File: src/rtl/bcp_implication_scheduler.sv
// BCP implication scheduler: merges implied-literal masks into a pending set and
// issues the highest-indexed pending variable over valid/ready. Optional conflict
// detection is enabled by defining BCP_CONFLICT_DETECT_EN.
module bcp_implication_scheduler #(
    parameter int VAR_NUM     = 8,
    parameter int VAR_NUM_LOG = 3
) (
    input  logic                   clk,
    input  logic                   rst_n,
    input  logic                   clear,
    input  logic                   imp_valid,
    output logic                   imp_ready,
    input  logic [VAR_NUM-1:0]     imp_mask,
    input  logic [VAR_NUM-1:0]     imp_value,
    output logic                   out_valid,
    input  logic                   out_ready,
    output logic [VAR_NUM_LOG-1:0] out_var,
    output logic                   out_value,
    output logic                   busy,
    output logic                   conflict,
    output logic [VAR_NUM_LOG-1:0] conflict_var
);

    typedef enum logic [1:0] {
        ST_IDLE     = 2'd0,
        ST_ISSUE    = 2'd1,
        ST_CONFLICT = 2'd2
    } state_t;

    state_t                 state_q, state_d;
    logic [VAR_NUM-1:0]     pending_q, pending_d;
    logic [VAR_NUM-1:0]     value_q, value_d;
    logic                   out_valid_q, out_valid_d;
    logic [VAR_NUM_LOG-1:0] out_var_q, out_var_d;
    logic                   out_value_q, out_value_d;
    logic                   conflict_q, conflict_d;
    logic [VAR_NUM_LOG-1:0] conflict_var_q, conflict_var_d;

    logic                   sel_valid;
    logic [VAR_NUM_LOG-1:0] sel_idx;
    logic                   conflict_hit;
    logic [VAR_NUM_LOG-1:0] conflict_idx;
    logic                   accept;
    logic                   out_free;
    logic                   load;
    logic [VAR_NUM-1:0]     pop_mask;
    logic [VAR_NUM-1:0]     after_pop;
    logic [VAR_NUM-1:0]     fresh_bits;

    // Highest pending index wins; later iterations override earlier ones.
    always_comb begin
        sel_valid = |pending_q;
        sel_idx   = '0;
        for (int i = 0; i < VAR_NUM; i++) begin
            if (pending_q[i]) begin
                sel_idx = VAR_NUM_LOG'(i);
            end
        end
    end

`ifdef BCP_CONFLICT_DETECT_EN
    // A conflict is an opposite polarity against a pending bit or the bit on the output.
    always_comb begin
        conflict_hit = 1'b0;
        conflict_idx = '0;
        for (int i = 0; i < VAR_NUM; i++) begin
            if (imp_mask[i] &&
                ((pending_q[i] && (value_q[i] != imp_value[i])) ||
                 (out_valid_q && (out_var_q == VAR_NUM_LOG'(i)) && (out_value_q != imp_value[i])))) begin
                conflict_hit = 1'b1;
                conflict_idx = VAR_NUM_LOG'(i);
            end
        end
    end
`else
    assign conflict_hit = 1'b0;
    assign conflict_idx = '0;
`endif

    assign accept   = imp_valid && imp_ready;
    assign out_free = !out_valid_q || out_ready;
    assign load     = out_free && sel_valid;

    always_comb begin
        pop_mask = '0;
        if (load) begin
            pop_mask[sel_idx] = 1'b1;
        end
    end

    // Bits not pending after the pop take the newly supplied polarity.
    assign after_pop  = pending_q & ~pop_mask;
    assign fresh_bits = imp_mask & ~after_pop;

    always_comb begin
        state_d        = state_q;
        pending_d      = pending_q;
        value_d        = value_q;
        out_valid_d    = out_valid_q;
        out_var_d      = out_var_q;
        out_value_d    = out_value_q;
        conflict_d     = conflict_q;
        conflict_var_d = conflict_var_q;

        if (clear) begin
            pending_d   = '0;
            out_valid_d = 1'b0;
            conflict_d  = 1'b0;
            state_d     = ST_IDLE;
        end else if (accept && conflict_hit) begin
            conflict_d     = 1'b1;
            conflict_var_d = conflict_idx;
            pending_d      = '0;
            out_valid_d    = 1'b0;
            state_d        = ST_CONFLICT;
        end else begin
            pending_d = after_pop;
            if (load) begin
                out_var_d   = sel_idx;
                out_value_d = value_q[sel_idx];
                out_valid_d = 1'b1;
                state_d     = ST_ISSUE;
            end else if (out_valid_q && out_ready) begin
                out_valid_d = 1'b0;
                state_d     = ST_IDLE;
            end
            if (accept) begin
                value_d   = (value_q & ~fresh_bits) | (imp_value & fresh_bits);
                pending_d = after_pop | imp_mask;
            end
        end
    end

    always_ff @(posedge clk or negedge rst_n) begin
        if (!rst_n) begin
            state_q        <= ST_IDLE;
            pending_q      <= '0;
            value_q        <= '0;
            out_valid_q    <= 1'b0;
            out_var_q      <= '0;
            out_value_q    <= 1'b0;
            conflict_q     <= 1'b0;
            conflict_var_q <= '0;
        end else begin
            state_q        <= state_d;
            pending_q      <= pending_d;
            value_q        <= value_d;
            out_valid_q    <= out_valid_d;
            out_var_q      <= out_var_d;
            out_value_q    <= out_value_d;
            conflict_q     <= conflict_d;
            conflict_var_q <= conflict_var_d;
        end
    end

    assign imp_ready    = (state_q != ST_CONFLICT);
    assign out_valid    = out_valid_q;
    assign out_var      = out_var_q;
    assign out_value    = out_value_q;
    assign busy         = (|pending_q) || out_valid_q;
    assign conflict     = conflict_q;
    assign conflict_var = conflict_var_q;

endmodule
File: config.mk
export PLATFORM = sky130hd
export DESIGN_NAME = bcp_implication_scheduler
export DESIGN_NICKNAME = d
export VERILOG_FILES = /design/src/rtl/bcp_implication_scheduler.sv
export SDC_FILE = /design/constraint.sdc
export NUM_CORES = 1
export LEC_CHECK = 0
export ABC_AREA = 1
export CAP_MARGIN = 30
export CORE_ASPECT_RATIO = 0.8
export CORE_MARGIN = 1.5
export CORE_UTILIZATION = 31
export DETAILED_ROUTE_END_ITERATION = 12
export PLACE_DENSITY = 0.62
export SLEW_MARGIN = 0
export SYNTH_ARGS = -nofsm -noshare
export SYNTH_HDL_FRONTEND = slang
export SYNTH_SLANG_ARGS = --single-unit
export TNS_END_PERCENT = 10
File: constraint.sdc
create_clock -name clk -period 1.6 [get_ports clk]
set_input_delay 0.32 -clock clk [delete_from_list [all_inputs] [get_ports clk]]
set_output_delay 0.32 -clock clk [all_outputs]
set_load 0.02 [all_outputs]
* After elaboration in Yosys (flattened, before gate mapping)
Index checks and enable logic that the tools add are counted.
** Operators by class
- Add/sub/neg operators :: 0
- Multiply operators :: 0
- Div/mod/pow operators :: 0
- Magnitude comparators :: 2
- Eq/ne operators :: 1
- Shifts and indexed selects :: 0
- Mux-type cells :: 20
- Bitwise operators :: 10
- Reductions and logical operators :: 11
** Operators with widths (count)
- 8-bit bitwise AND :: 4
- 8-bit two-way mux :: 3
- 8-bit NOT :: 3
- 8-bit OR :: 2
- 3-bit two-way mux :: 4
- 2-bit two-way mux :: 5
- 8-bit OR reduction :: 1
- 1-bit two-way mux :: 6
- 1-bit logical AND :: 4
- 3-bit by 4-bit less-than comparator with 1-bit output, second input constant :: 1
- 2-bit AND reduction :: 2
- 1-bit binary-select mux with 3-bit select :: 1
- 1-bit demux with 3-bit select :: 1
- 3-bit by 1-bit greater-or-equal comparator with 1-bit output, second input constant :: 1
- 3-bit nonzero test :: 1
- 1-bit logical OR :: 2
- 2-bit inequality test, second input constant :: 1
- 1-bit logical NOT :: 1
- 1-bit NOT :: 1
** Storage, ports and cells
- Flip-flop bits (word level) :: 23
- Latch bits :: 0
- Memory bits (writable) :: 0
- ROM bits :: 0
- Output and inout bits :: 11
- Logic and storage cells :: 50
- Memories :: 0

* Logic depth before layout (Yosys ltp)
Gate-level depths: netlist of the first run.
- Word-level depth :: 19
- Gate-level depth with buffers :: 12
- Mapped depth without buffers :: 12

* Worst setup path before layout of the first run
No wires, ideal clock.
- Kind :: flip-flop to flip-flop
- Start point :: reg pending_q[7]
- End point :: reg out_value_q (netlist: out_value)
- Setup time :: 0.122 ns
- Arrival time :: 1.215 ns
- Required time :: 1.478 ns
- Setup slack :: 0.263 ns
- Stages on the path, launching flop included :: 10
- Period minus slack after synthesis :: 1.337 ns
- Path through :: dfrtp_1 > nor2_4 > nand3_2 > inv_2 > nand2_4 > nand2_4 > nor2_4 > or2_1 > inv_1 > a21oi_1
** On the way
- Word-level cells in the longest chain between the ends :: 3
- Elaborated cells on any way between the ends :: 6
- Classes of those cells :: 3 x mux; 3 x reduce/logical
** RTL lines
- start, declared :: line 31 : logic [VAR_NUM-1:0] pending_q, pending_d;
- start signal, assigned :: line 146 : pending_q <= pending_d;
- 3-bit two-way mux or 8-bit OR reduction (tied branches) :: line 55, 52
- 1-bit binary-select mux with 3-bit select or 1-bit logical AND (tied branches) :: line 120, 82
- 1-bit two-way mux (not written as such) or 2-bit AND reduction (tied branches)
- end signal, assigned :: line 150 : out_value_q <= out_value_d;
- end, declared :: line 35 : logic out_value_q, out_value_d;
Several ways; a longest one is shown, not always the timed one. The select of a mux whose other input is x is not followed.
A chain may end at the register's enable or synchronous reset.

* Final worst setup path of the first run
- Start point :: reg pending_q[2]
- End point :: out busy
** On the way
- Word-level cells in the longest chain between the ends :: 2
** RTL lines
- 8-bit OR reduction :: line 160 : assign busy = (|pending_q) || out_valid_q;
- 1-bit logical OR :: line 160
- end, declared :: line 19 : output logic busy,
No other way between the ends.

==> results of run 1 <==
[power groups by stage]
| stage | registers, mW | logic [mW] | clock network (mW) |
|---|---|---|---|
| after floorplan | 0.712 | 0.284 | 0 |
| after global placement | 0.670 | 0.563 | 0 |
| after detailed placement | 0.673 | 0.566 | 0 |
| after CTS | 0.663 | 0.587 | 0.364 |
| after global routing | 0.671 | 0.674 | 0.390 |
| final | 0.661 | 0.604 | 0.354 |
[through the flow]
step | setup TNS, ns | utilization, %
2_1_floorplan | 0 | -
3_3_place_gp | -0.299 | 44.5
3_5_place_dp | -0.343 | 44.5
4_1_cts | 0 | 46.6
5_1_grt | -0.168 | 47.2
6_report | -0.00215 | 47.2
[how the worst max path moves through the flow]
stage,start,endpoint,cells past startpoint
global placement,pending_q[2],busy,7
finish,pending_q[2],busy,7
floorplan,pending_q[7],out_value,9
global route,pending_q[2],busy,7
CTS,pending_q[4],busy,7
detailed placement,pending_q[2],busy,7
[cell usage in the layout (no fill, tap or decap), drive strengths merged]
cell type,synthesis,routed
a21oi,9,9
inv,28,28
o21ai,18,18
nand2,43,43
clkbuf,1,4
or2,1,1
nor2,15,15
buf,6,20
dfrtp,21,21
nand3,14,14
conb,2,5
clkdlybuf4s50,0,25
[final cells by class]
| class | count | area (sq um) | share of cell area, % |
|---|---|---|---|
| Clock buffer | 4 | 45.0 | 2.69 |
| Inverter | 28 | 108 | 6.43 |
| Multi-Input combinational cell | 105 | 526 | 31.4 |
| Sequential cell | 21 | 526 | 31.4 |
| Tap cell | 42 | 52.6 | 3.14 |
| Timing Repair Buffer | 45 | 417 | 24.9 |
[worst max-delay path, cell delays in order, from the launching register on]
cell     delay (ns)
dfrtp_1        0.40
nor2_2         0.15
nand3_2        0.11
inv_2          0.09
nand2_4        0.06
inv_4          0.06
nand2_2        0.04
buf_6          0.12
[kinds of logic after synthesis]
family,count (synthesis),synth area share (%)
buf+inv,35,12.8
flops,21,44.5
other cells,2,0.637
simple gates,73,30.2
compound gates,27,11.8
[timing repair]
action,4_1_cts,5_1_grt
setup endpoints to repair,1,5
hold endpoints to repair,0,0
gates resized for setup,7,4
setup buffers,4,1
pin swaps,3,3
[per-layer routing]
| layer | track usage, % | vias to the layer above | part of all wire (%) | routed length (um) |
|---|---|---|---|---|
| met3 | 4.70 | 7 | 5.6 | 151 |
| met4 | 6.47 | 0 | 2.0 | 54 |
| li1 | - | 571 | - | - |
| met1 | 19.0 | 455 | 51 | 1360 |
| met2 | 22.0 | 29 | 42 | 1110 |
| met5 | 0 | - | 0 | 0 |
==> summary.txt, run 1 <==
Run status
  • Status: finished, violations left
  • Failing checks: negative setup slack

Synth
  • Cell taking the most area after synthesis: dfrtp_1
  • Synthesis Warnings: 0
  • Synth async-reset ratio: 100%
  • Seq/Total Area, Yosys: 44.5%
  • Post-Syn Instances: 158
  • Synth cell count leaders: 38 x nand2_1, 25 x inv_1, 21 x dfrtp_1
  • Count leader, synth: nand2_1
  • Share of the synthesized area in the top cell type: 44.5%
  • Area contributors post-synth: dfrtp_1 45%, nand2_1 12%, inv_1 8.0%
  • Most used DFF post-synth: dfrtp_1
  • Avg Inst Size Synth: 7.47 sq um
  • Synth Cell Area: 1180 sq um
  • #FFs+latches synth: 21
  • Post-synth EDFFs: 0
  • Synth cell types: 20

Finish
  • Fillers: 345
  • Nets: 225
  • Fraction of layout cells with a size suffix above 1: 21.7%
  • Area Growth Syn to Fin: 41.8%
  • Post-route cell area: 1670 sq um
  • # diodes: 0
  • Non-Filler Instances: 245

Timing
  • Endpoints failing setup: 1
  • RSZ-0062 raised after global routing: true
  • Fin. Hold Viols: 0
  • Max Clk Rate: 624 MHz
  • Setup ws final: -0.00215 ns
  • Min cycle time layout: 1.60 ns
  • Max-slew violations: 0
  • Clk_skew: 0.00775 ns
  • Period utilization: 100%
  • Fin Hold WS: 0.388 ns

Clock tree
  • CTS Hold Bufs: 0
  • Clock latency on the worst-skew pair: 0.27 ns
  • Number of CTS-inserted buffers: 3
  • H-tree Lvls: 1
  • Worst-case clock buffer depth: 2
  • Clock sink count: 21
  • CTS tree: yes
  • Clock slew seen by the registers of the worst setup and hold paths: 0.08 ns
  • Clock root buffer: clkbuf_8

Power and ir drop
  • Switch Pwr: 544 uW
  • Logic pwr share: 37.3%
  • Power per cell area: 968 nW/um^2
  • Flop pwr share: 40.8%
  • Max VDD drop: 0.399 mV
  • Switching share of power: 33.6%
  • Clk pwr share: 21.9%
  • Design Power: 1.62 mW
  • P_leak: 0.839 nW
  • Internal: 1.08 mW

Setup path
  • Data required, critical path: 1.28 ns
  • CP Capture Type: output pin
  • Worst path arrival time: 1.28 ns
  • Critical path type: flop to output pin
  • RR Startpoint: pending_q[2]
  • Critical path fanouts, max: 3
  • FF-to-FF path depth: 10
  • Reg-to-reg setup timing slack: 0.10 ns
  • Startpoint Class: flop

Die
  • Top Ports: 32
  • DIE AREA: 4190 sq um
  • Die Wd: 72.0 um
  • Rows: 19
  • Starting Density: 33.3%
  • Die Ht: 58.2 um
  • Core Region: 3540 sq um

Detailed routing
  • Detailed-route wire length: 2680 um
  • Vias: 1062
  • Avg WL per Cell: 10.9 um
  • Remaining DRCs: 0
  • Final ANT Viol Nets: 0
  • Starting DRT DRC Count: 69
  • Drt first pass iters: 4
  • Vias per cell: 4.33

Placement
  • HPWL after DPL: 1980 um
  • Port Buf Inserts: 26
  • Placed cell areas: 1580 sq um
  • Placed insts: 236
  • Pre-CTS setup slack: -0.119 ns
  • Placer Congestion: 0.829

Min path
  • Worst min-delay path class: primary input to asynchronous set/reset pin

Global route
  • Initial antenna violation count: 0
  • GRT Residual Overflow: 0
  • Largest net degree at the start of global routing: 22
  • First-pass GRT wire length: 4570 um
  • Total Routing Usage GR: 14.5%
  • Vias in the first global route: 1044

Flow run
  • Max Cap Viol: 0
Power figures use the tool's default switching activity.
==> run 2, diff against run 1 <==
--- a/config.mk
+++ b/config.mk
@@ -7,8 +7,7 @@
 export LEC_CHECK = 0
 export ABC_AREA = 1
 export CAP_MARGIN = 30
-export CORE_ASPECT_RATIO = 0.8
-export CORE_MARGIN = 1.5
+export CORE_MARGIN = 1
 export CORE_UTILIZATION = 31
 export DETAILED_ROUTE_END_ITERATION = 12
 export PLACE_DENSITY = 0.62
==> run 2 against run 1 <==
- the flow now finishes without violations
- sequential power is essentially flat
- via count is 0.66% lower
- final cell count is 2.0% higher
- critical endpoint unchanged
- die area down 3.1%
- cell area up 1.7%
- first-iteration DRC count down 59%
- combinational power is essentially flat
- utilization is 0.75 points lower
- power shrank 0.89%
- global-route usage is 0.93 points lower
- register-to-register slack worse by 0.02 ns
- largest power group unchanged
- clock skew shrank 0.0052 ns
==> summary.txt, run 2 (same netlist as run 1, synthesis figures left out) <==
Clock tree
  • Clock sink count: 21 (unchanged)
  • Worst-case clock buffer depth: 2 (unchanged)
  • Clock latency on the worst-skew pair: 0.25 ns (-0.02 ns)
  • CTS tree: yes
  • CTS Hold Bufs: 0 (unchanged)
  • Clock slew seen by the registers of the worst setup and hold paths: 0.07 ns (about the same)
  • Clock root buffer: clkbuf_8
  • Number of CTS-inserted buffers: 3 (unchanged)
  • H-tree Lvls: 1 (unchanged)

Detailed routing
  • Vias: 1055 (-0.66%)
  • Final ANT Viol Nets: 0 (unchanged)
  • Avg WL per Cell: 9.80 um (-10%)
  • Drt first pass iters: 4 (unchanged)
  • Detailed-route wire length: 2450 um (-8.5%)
  • Vias per cell: 4.22 (-2.6%)
  • Remaining DRCs: 0 (unchanged)
  • Starting DRT DRC Count: 28 (-59%)

Timing
  • Fin. Hold Viols: 0 (unchanged)
  • Period utilization: 97.8% (-2.4 points)
  • Fin Hold WS: 0.407 ns (+0.0189 ns)
  • RSZ-0062 raised after global routing: true
  • Setup TNS: 0 ns (+0.00215 ns)
  • Min cycle time layout: 1.56 ns (-0.0377 ns)
  • Endpoints failing setup: 0 (-1)
  • Max Clk Rate: 639 MHz (+2.4%)
  • Clk_skew: 0.00250 ns (-0.00525 ns)
  • Max-slew violations: 0 (unchanged)

Setup path
  • CP Capture Type: output pin
  • Critical path fanouts, max: 3 (unchanged)
  • Data required, critical path: 1.28 ns (about the same)
  • Worst path arrival time: 1.24 ns (-0.04 ns)
  • Critical path type: flop to output pin
  • Startpoint Class: flop

Global route
  • Initial antenna violation count: 0 (unchanged)
  • First-pass GRT wire length: 4320 um (-5.6%)
  • GRT Residual Overflow: 0 (unchanged)
  • Vias in the first global route: 1030 (-1.3%)
  • Largest net degree at the start of global routing: 22 (unchanged)
  • Total Routing Usage GR: 13.6% (-0.93 points)

Finish
  • Commonest non-fill, non-tap cell in the layout: nand2_1
  • Nets: 224 (-0.44%)
  • Fillers: 370 (+7.2%)
  • Area Growth Syn to Fin: 44.2%
  • Post-route cell area: 1700 sq um (+1.7%)
  • # diodes: 0 (unchanged)
  • Fraction of layout cells with a size suffix above 1: 23.3% (+1.6 points)
  • Post-layout util: 46.5% (-0.75 points)
  • Most frequent cells in the layout: 36 x nand2_1, 25 x clkdlybuf4s50_1, 24 x inv_1, 21 x dfrtp_1, 15 x buf_4

Run status
  • Status: finished clean

Min path
  • Worst min-delay path class: primary input to asynchronous set/reset pin

Die
  • Rows: 22 (+3)
  • Top Ports: 32 (unchanged)
  • Die Ht: 63.7 um (+9.5%)
  • Starting Density: 32.2% (-1.1 points)
  • DIE AREA: 4060 sq um (-3.1%)
  • Core Region: 3660 sq um (+3.4%)
  • Die Wd: 63.7 um (-12%)

Placement
  • Placer Congestion: 0.856 (+3.3%)
  • HPWL after DPL: 1900 um (-4.1%)
  • Placed cell areas: 1590 sq um (+0.95%)
  • Port Buf Inserts: 26 (unchanged)

Power and ir drop
  • Max VDD drop: 0.320 mV (-20%)
  • Power per cell area: 943 nW/um^2 (-2.6%)
  • P_leak: 0.841 nW (+0.23%)

Flow run
  • Max Cap Viol: 0 (unchanged)
==> run 2: cell count changes in the layout (fill, tap and decap cells not counted) <==
cell,change
o21ai_2,+1
nor2_4,+2
buf_4,-3
inv_4,-1
buf_6,+2
nor2_2,-1
nand3_2,+1
o21ai_1,-1
nand2_2,+1
inv_2,+1
nor2_1,-1
nand2_1,-1
nand3_1,-1
==> run 2: power by group <==
group	switching, mW	internal [mW]
combinational	0.323	0.281
clock	0.163	0.177
sequential	0.0418	0.620
total	0.528	1.08
==> run 2: stage by stage <==
stage,power [mW],std cells,setup WS (ns)
5_1_grt,1.72,250,-0.0701
2_1_floorplan,0.996,161,0.263
3_5_place_dp,1.24,243,-0.110
6_report,1.61,250,0.0356
4_1_cts,1.61,250,0.00289
3_3_place_gp,1.23,243,-0.101
==> run 2: repair_timing <==
action | CTS | global route
resized for setup | 10 | 8
pin swaps | 5 | 6
endpoints found under the setup margin | 1 | 6
buffers inserted | 3 | 1
==> run 2: per-layer routing <==
metal  part of all wire (%)  GRT usage (%)  vias up  wire length (um)
li1                       -              -      566                 -
met1                     49           18.1      465              1210
met4                   0.41           4.26        0                10
met2                     47           22.2       22              1150
met5                      0              0        -                 0
met3                    3.2           2.17        2                79
==> run 2: final cells by class <==
type | count | area (sq um) | area share (%)
clock buffer | 4 | 45.0 | 2.65
inverter | 28 | 105 | 6.18
multi-input combinational | 105 | 549 | 32.3
sequential | 21 | 526 | 30.9
tap | 48 | 60.1 | 3.53
timing repair buffer | 44 | 417 | 24.5
==> run 2: worst max-delay path, cell delays in order, from the launching register on <==
cell and delay (ns):
dfrtp_1 0.41, nor2_2 0.13, nand3_2 0.10, inv_2 0.08, nand2_4 0.05, inv_2 0.06
nand2_2 0.04, buf_6 0.12
==> run 2: path summary, 6_finish.rpt <==
check	startpoint	endpoint	slack, ns	cells past startpoint
max	pending_q[2]	busy	0.04	7
min	rst_n	out_var[1]	0.41	2
min reg2reg	out_var[2]	out_var[2]	0.47	2
min in group clk	out_var[2]	out_var[2]	0.47	2
max in group asynchronous	rst_n	pending_q[3]	0.98	2
max reg2reg	pending_q[5]	flop	0.08	10
==> run 3, diff against run 2 <==
--- a/config.mk
+++ b/config.mk
@@ -7,10 +7,13 @@
 export LEC_CHECK = 0
 export ABC_AREA = 1
 export CAP_MARGIN = 30
+export CELL_PAD_IN_SITES_DETAIL_PLACEMENT = 0
+export CELL_PAD_IN_SITES_GLOBAL_PLACEMENT = 1
 export CORE_MARGIN = 1
 export CORE_UTILIZATION = 31
 export DETAILED_ROUTE_END_ITERATION = 12
-export PLACE_DENSITY = 0.62
+export PLACE_DENSITY = 0.8
+export SKIP_LAST_GASP = 1
 export SLEW_MARGIN = 0
 export SYNTH_ARGS = -nofsm -noshare
 export SYNTH_HDL_FRONTEND = slang
==> run 3 against run 2 <==
- routed wire length up 9.7%
- largest cell class unchanged
- worst hold slack improved by 0.0083 ns
- final cell count rose by 1.2%
- clock power increased by 3%
- clock skew is 0.0024 ns higher
- cell area up 0.81%
- critical path depth unchanged
==> summary.txt, run 3 (same netlist as run 1, synthesis figures left out) <==
Run status
  • Status: finished clean

Power and ir drop
  • Logic pwr share: 37.9% (+0.3 points)
  • Switching share of power: 33.6% (+0.70 points)
  • Internal: 1.08 mW (+0.48%)
  • Switch Pwr: 547 uW (+3.7%)
  • Flop pwr share: 40.6% (-0.6 points)
  • Clk pwr share: 21.5% (+0.3 points)
  • Power per cell area: 950 nW/um^2 (+0.73%)
  • P_leak: 0.847 nW (+0.74%)
  • Max VDD drop: 0.302 mV (-5.7%)

Die
  • Rows: 22 (unchanged)
  • Core Region: 3660 sq um (unchanged)
  • DIE AREA: 4060 sq um (unchanged)
  • Die Ht: 63.7 um (unchanged)
  • Starting Density: 32.2% (unchanged)
  • Die Wd: 63.7 um (unchanged)
  • Top Ports: 32 (unchanged)

Setup path
  • Critical path type: flop to output pin
  • Critical Path Max Stage Delay: 0.42 ns (about the same)
  • Slowest-stage cell, CP: dfrtp_1
  • Reg-to-reg setup timing slack: 0.06 ns (-0.02 ns)
  • Worst path arrival time: 1.28 ns (+0.04 ns)
  • Startpoint Class: flop
  • CP Capture Type: output pin
  • Critical path fanouts, max: 2 (-1)
  • Data required, critical path: 1.28 ns (about the same)
  • Cell mode on critical path: inv_2
  • Crit-path cells: nor2_2 > nand3_2 > inv_2 > nand2_4 > inv_2 > nand2_1 > buf_4

Detailed routing
  • Detailed-route wire length: 2690 um (+9.7%)
  • Final ANT Viol Nets: 0 (unchanged)
  • Vias: 1100 (+4.3%)
  • Starting DRT DRC Count: 34 (+21%)
  • Vias per cell: 4.35 (+3.0%)
  • Remaining DRCs: 0 (unchanged)
  • Drt first pass iters: 4 (unchanged)
  • Avg WL per Cell: 10.6 um (+8.4%)

Placement
  • Placer Congestion: 0.919 (+7.4%)
  • Port Buf Inserts: 26 (unchanged)
  • Placed insts: 245 (+0.82%)
  • HPWL after DPL: 2070 um (+8.8%)

Finish
  • Area Growth Syn to Fin: 45.4%
  • Fraction of layout cells with a size suffix above 1: 24.9% (+1.6 points)
  • Nets: 227 (+1.3%)
  • Multi-input combinational cell area: 544 sq um (-0.91%)
  • Fillers: 365 (-1.4%)
  • Non-Filler Instances: 253 (+1.2%)
  • Most frequent cells in the layout: 36 x nand2_1, 25 x clkdlybuf4s50_1, 23 x inv_1, 20 x dfrtp_1, 20 x buf_4
  • Commonest non-fill, non-tap cell in the layout: nand2_1
  • # diodes: 0 (unchanged)
  • Sequential cell area: 527 sq um (+0.24%)

Clock tree
  • Clock root buffer: clkbuf_8
  • Clock latency on the worst-skew pair: 0.26 ns (about the same)
  • Worst-case clock buffer depth: 2 (unchanged)
  • Clock sink count: 21 (unchanged)
  • H-tree Lvls: 1 (unchanged)
  • CTS tree: yes
  • Number of CTS-inserted buffers: 3 (unchanged)
  • Clock slew seen by the registers of the worst setup and hold paths: 0.08 ns (about the same)

Timing
  • Fin. Hold Viols: 0 (unchanged)
  • Endpoints failing setup: 0 (unchanged)
  • Clk_skew: 0.00494 ns (+0.00244 ns)
  • Period utilization: 99.7% (+2.0 points)
  • Min cycle time layout: 1.60 ns (+0.0315 ns)
  • RSZ-0062 raised after global routing: true
  • Max-slew violations: 0 (unchanged)
  • Fin Hold WS: 0.415 ns (+0.00829 ns)
  • Max Clk Rate: 627 MHz (-2.0%)

Flow run
  • Max Cap Viol: 0 (unchanged)

Global route
  • First-pass GRT wire length: 4660 um (+8.0%)
  • GRT Residual Overflow: 0 (unchanged)
  • Largest net degree at the start of global routing: 22 (unchanged)
  • Vias in the first global route: 1066 (+3.5%)
  • Initial antenna violation count: 0 (unchanged)
  • Total Routing Usage GR: 14.8% (+1.3 points)

Min path
  • Worst min-delay path class: primary input to asynchronous set/reset pin
run 3: final timing paths:
check | startpoint | endpoint | cells after the start
min reg2reg | out_var[2] | out_var[2] | 2
max reg2reg | pending_q[2] | out_value | 13
max in group asynchronous | rst_n | pending_q[2] | 2
min in group clk | out_var[2] | out_var[2] | 2
min | rst_n | out_var[1] | 2
max | pending_q[3] | busy | 7
run 3: what timing repair did:
action                                  4_1_cts  5_1_grt
cloned                                        0        0
pin swaps                                     1       10
hold buffers                                  0        0
gates resized for setup                       7       10
endpoints found under the setup margin        1        8
buffers inserted                              1        4
run 3: worst max-delay path: cells and delay by family, from the launching register on:
kind / cells / cell delay [ns]
simple gates: 4 / 0.30
buf+inv: 3 / 0.29
flops: 1 / 0.42
run 3: stage by stage:
step	power, mW	TNS, ns	cell area [sq um]	worst slack [ns]	utilization, %
2_1_floorplan	0.996	0	1190	0.263	-
3_3_place_gp	1.24	-0.221	1610	-0.103	43.8
3_5_place_dp	1.25	-0.280	1610	-0.124	43.8
4_1_cts	1.61	-0.0511	1660	-0.0262	45.3
5_1_grt	1.75	-0.261	1720	-0.0840	46.9
6_report	1.63	0	1720	0.00403	46.9
run 3: final cells by class:
cell class | count | share of cell area [%]
flip-flops and latches | 21 | 30.7
multi-input cells | 105 | 31.7
repair buffers | 47 | 25.2
inverters | 28 | 6.27
well taps | 48 | 3.50
clock buffers | 4 | 2.63
run 3: per-layer routing:
layer | global-route usage [%] | routed length (um)
met1 | 17.4 | 1270
met2 | 25.8 | 1300
met3 | 2.90 | 86
met4 | 6.82 | 29
met5 | 0 | 0
run 3: power by group through the flow:
stage | registers, mW | clock network (mW) | logic (mW)
after CTS | 0.663 | 0.363 | 0.586
final | 0.661 | 0.351 | 0.618
after detailed placement | 0.673 | 0 | 0.578
after global routing | 0.675 | 0.391 | 0.679
after global placement | 0.668 | 0 | 0.570
after floorplan | 0.712 | 0 | 0.284
